## src/rtl/sr_latch_driver.sv

```systemverilog
// Stimulus side of an SR latch: non-overlapping timed S/R pulses,
// a guard interval, then a synchronised Q/Qbar feedback check.
module sr_latch_driver #(
    parameter int PULSE_W = 4,
    parameter int GUARD_W = 2
) (
    input  logic clk,
    input  logic rst,
    input  logic req_valid,
    input  logic req_val,
    output logic req_ready,
    output logic S,
    output logic R,
    input  logic q_fb,
    input  logic qbar_fb,
    output logic busy,
    output logic done,
    output logic err,
    input  logic err_clr,
    output logic level
);

    localparam int MAXW = (PULSE_W > GUARD_W) ? PULSE_W : GUARD_W;
    localparam int CW   = (MAXW > 1) ? $clog2(MAXW) : 1;

    typedef enum logic [1:0] {
        IDLE,
        PULSE,
        GUARD,
        CHECK
    } state_t;

    state_t        state;
    state_t        state_nx;
    logic [CW-1:0] cnt;
    logic [CW-1:0] cnt_nx;
    logic          cmd_val;
    logic          cmd_val_nx;
    logic          s_nx;
    logic          r_nx;
    logic          q_s1;
    logic          q_s2;
    logic          qb_s1;
    logic          qb_s2;
    logic          fault;

    // S/R are registered from the next state so they track PULSE exactly
    always_ff @(posedge clk) begin
        if (rst) begin
            state   <= IDLE;
            cnt     <= '0;
            cmd_val <= 1'b0;
            S       <= 1'b0;
            R       <= 1'b0;
        end else begin
            state   <= state_nx;
            cnt     <= cnt_nx;
            cmd_val <= cmd_val_nx;
            S       <= s_nx;
            R       <= r_nx;
        end
    end

    always_comb begin
        state_nx   = state;
        cnt_nx     = cnt;
        cmd_val_nx = cmd_val;
        unique case (state)
            IDLE: begin
                if (req_valid) begin
                    state_nx   = PULSE;
                    cnt_nx     = CW'(PULSE_W - 1);
                    cmd_val_nx = req_val;
                end
            end
            PULSE: begin
                if (cnt == '0) begin
                    state_nx = GUARD;
                    cnt_nx   = CW'(GUARD_W - 1);
                end else begin
                    cnt_nx = cnt - CW'(1);
                end
            end
            GUARD: begin
                if (cnt == '0) begin
                    state_nx = CHECK;
                end else begin
                    cnt_nx = cnt - CW'(1);
                end
            end
            CHECK: state_nx = IDLE;
            default: state_nx = IDLE;
        endcase
        s_nx = (state_nx == PULSE) &&  cmd_val_nx;
        r_nx = (state_nx == PULSE) && !cmd_val_nx;
    end

    always_comb begin
        req_ready = (state == IDLE);
        busy      = (state != IDLE);
        done      = (state == CHECK);
    end

    always_ff @(posedge clk) begin
        if (rst) begin
            q_s1  <= 1'b0;
            q_s2  <= 1'b0;
            qb_s1 <= 1'b0;
            qb_s2 <= 1'b0;
        end else begin
            q_s1  <= q_fb;
            q_s2  <= q_s1;
            qb_s1 <= qbar_fb;
            qb_s2 <= qb_s1;
        end
    end

    assign fault = (q_s2 != cmd_val) || (q_s2 == qb_s2);

    // A fault seen in CHECK beats a simultaneous err_clr
    always_ff @(posedge clk) begin
        if (rst) begin
            err   <= 1'b0;
            level <= 1'b0;
        end else begin
            if ((state == CHECK) && fault) begin
                err <= 1'b1;
            end else if (err_clr) begin
                err <= 1'b0;
            end
            if ((state == CHECK) && !fault) begin
                level <= cmd_val;
            end
        end
    end

endmodule

```

## config.mk

```make
export PLATFORM = sky130hd
export DESIGN_NAME = sr_latch_driver
export DESIGN_NICKNAME = d
export VERILOG_FILES = /design/src/rtl/sr_latch_driver.sv
export SDC_FILE = /design/constraint.sdc
export NUM_CORES = 1
export LEC_CHECK = 0
export CAP_MARGIN = 20
export CORE_MARGIN = 1.5
export CORE_UTILIZATION = 42
export CTS_BUF_LIST = sky130_fd_sc_hd__clkbuf_4 sky130_fd_sc_hd__clkbuf_8 sky130_fd_sc_hd__clkbuf_16
export DETAILED_ROUTE_END_ITERATION = 7
export HOLD_SLACK_MARGIN = 0.12
export PLACE_DENSITY = 0.71
export SLEW_MARGIN = 20
export SYNTH_ARGS = -nofsm -noshare
export SYNTH_HDL_FRONTEND = slang
export SYNTH_SLANG_ARGS = --single-unit
```

## constraint.sdc

```tcl
create_clock -name clk -period 1.34 [get_ports clk]
set_input_delay 0.268 -clock clk [delete_from_list [all_inputs] [get_ports clk]]
set_output_delay 0.268 -clock clk [all_outputs]
set_load 0.02 [all_outputs]
```

==> impl_metrics.toml <==
[route]
antenna_left = 0
routedWlPerCell_um = 14.48
drt_first_pass_iters = 4
wl_um = 1622
drcViolationCount = 0
vias = 584
drt_iter0_drc = 5
vias_per_cell = 5.214

[run_status]
violations = "negative setup slack"
status = "complete, but fails checks"

[place]
pre_cts_slack_ns = -0.1716
dpl_cell_area_sq_um = 889.6
dpl.hpwl_um = 1008
gp_congestion = 0.8524
dp_cells = 105
portBuffers = 13

[cts]
path_clk_slew_ns = 0.08
ctsHoldBuffers = 0
clock-sinks = 13
cts_tree = "done"
cts_buffer_depth = 2
insertion_delay_ns = 0.28
root_buffer = "clkbuf_4"
numCtsBuffers = 3
htree_levels = 1

[global_routing]
grt_usage_pct = 18.95
grt_pass1_wl_um = 2511
grt_max_degree = 11
first_global_vias = 607
overflow = 0
antenna_found_initial = 0

[sta]
fin_skew_ns = 0.005012
setup_ws_ns = -0.05379
setup_violations = 5
fin_crit_ns = 1.394
fmax_mhz = 717.5
drv_slew = 0
finalHoldViolations = 0
slew_headroom_pct = 82.79
worst_pin_slew_ns = 0.2555
rsz0062_at_grt = "true"
min_period_over_period_pct = 104.0

[cells_and_area]
fin_cells = 112
drive_above_1_share_pct = 43.30
antenna_cells = 0
num-fill-cells = 87
mostFrequentLayoutCells = "9 x dfxtp_1, 8 x buf_6, 8 x buf_4"
fin_nets = 113
postLayoutCellArea_sq_mm = 0.001052
syn2layout_area_growth_pct = 63.30
mostFrequentLayoutCell = "dfxtp_1"

[floorplanning]
io_pins = 14
fp.dieW_um = 42.17
initial_core_util_pct = 47.16
core_sq_mm = 0.001366
die_y_um = 42.17
dieArea_sq_mm = 0.001778
row_count = 13

[synthesis]
netlist-cell-type-count = 24
seq_area_frac_synth_pct = 40.39
syn_avg_cell_area_sq_um = 9.617
synth_cells = 67
ys_warn_count = 0
syn-cell-area_sq_um = 644.4
synth.net_count = 82
synth_seq_cells = 13

[setup_path]
crit_type = "flop to flop"
worst_ep_arrival_time_ns = 1.60
path_max_fanout = 5
end_kind = "flop"
cp.required_ns = 1.55
worst_setup_path_start_kind = "flop"
reg2reg_depth = 6

[power]
p_total_mw = 2.194
power.density_mw_per_mm2 = 2085
leakage_nw = 0.4627
max-vdd-ir-drop_v = 0.001450

[hold_path]
hold-path-cell-count = 1
hp-class = "flop to flop"

[job]
drv_cap = 0
## synth_stat cells
cell type / number / area share, %
nor2_1: 2 / 1.2
nand2b_1: 3 / 2.9
nand2_1: 1 / 0.58
and2_1: 2 / 1.9
a2111o_1: 1 / 1.7
o31a_1: 1 / 1.4
o41ai_1: 1 / 1.4
nor3_1: 3 / 2.3
nand3b_1: 1 / 1.2
nor3b_1: 1 / 1.2
nor2b_1: 7 / 6.8
a221o_1: 1 / 1.6
a311oi_1: 1 / 1.4
o21bai_1: 2 / 2.3
a221oi_1: 1 / 1.4
o211ai_1: 1 / 1.2
o21ai_0: 2 / 1.6
dfxtp_1: 13 / 40
clkbuf_1: 1 / 0.58
a21oi_1: 4 / 3.1
ha_1: 8 / 16
mux2i_1: 2 / 3.1
and3b_1: 1 / 1.4
inv_1: 7 / 4.1
## stage by stage
step / hold WS (ns) / setup TNS, ns / util (%)
3_3_place_gp: 0.4153 / -0.9651 / 65.11
2_1_floorplan: 0.3962 / -0.0003966 / -
4_1_cts: 0.4445 / -0.08945 / 74.54
5_1_grt: 0.4628 / -0.5094 / 77.01
6_report: 0.4421 / -0.1464 / 77.01
3_5_place_dp: 0.4255 / -1.099 / 65.11
## routing by layer
metal / vias to the layer above / track usage [%] / part of all wire [%]
li1: 291 / - / -
met1: 275 / 18.30 / 39
met2: 14 / 34.77 / 52
met3: 4 / 10.34 / 5.4
met4: 0 / 4.375 / 2.8
met5: - / 0 / 0
## final cells by class
class	count	area, sq um	share of cell area, %
inverter	7	33.78	3.210
tap	15	18.77	1.784
clock inverter	1	5.005	0.4756
sequential	13	267.8	25.45
clock buffer	3	22.52	2.140
multi-input combinational	46	454.2	43.16
timing repair buffer	27	250.2	23.78
## worst paths after layout
check | slack, ns | endpoint | startpoint
max | -0.05 | S | state[0]
min | 0.44 | qb_s2 | qb_s1
max reg2reg | -0.05 | S | state[0]
min reg2reg | 0.44 | qb_s2 | qb_s1
## logic make-up after synthesis
group | share of synthesized area, %
simple gates | 19.42
buf+inv | 4.660
mux | 3.107
fa+ha+maj | 15.53
compound gates | 16.89
flops | 40.39
## state kept, by name, indices dropped and copies added (netlist names)
signal and cells:
err 1, qb_s2 1, qb_s1 1, q_s2 1
level 1, S 1, state 2, R 1
cmd_val 1, q_s1 1, cnt 2
## critical path: stages (launching register included)
cell      delay [ns]
dfxtp_2         0.36
buf_6           0.10
buf_6           0.09
ha_4            0.15
nand2b_1        0.06
a221o_1         0.37
nor3_1          0.19
## repair_timing
item | in CTS | in global routing
gates resized for setup | 43 | 8
endpoints found under the setup margin | 13 | 8
setup buffers | 2 | 1
pin swaps | 9 | 5
## power by group
part           internal, mW  total, mW  switching (mW)
Combinational         0.770       1.40           0.627
Sequential            0.489      0.554          0.0645
Clock                 0.111      0.243           0.132
No activity file was read; power rests on OpenSTA's default activity.
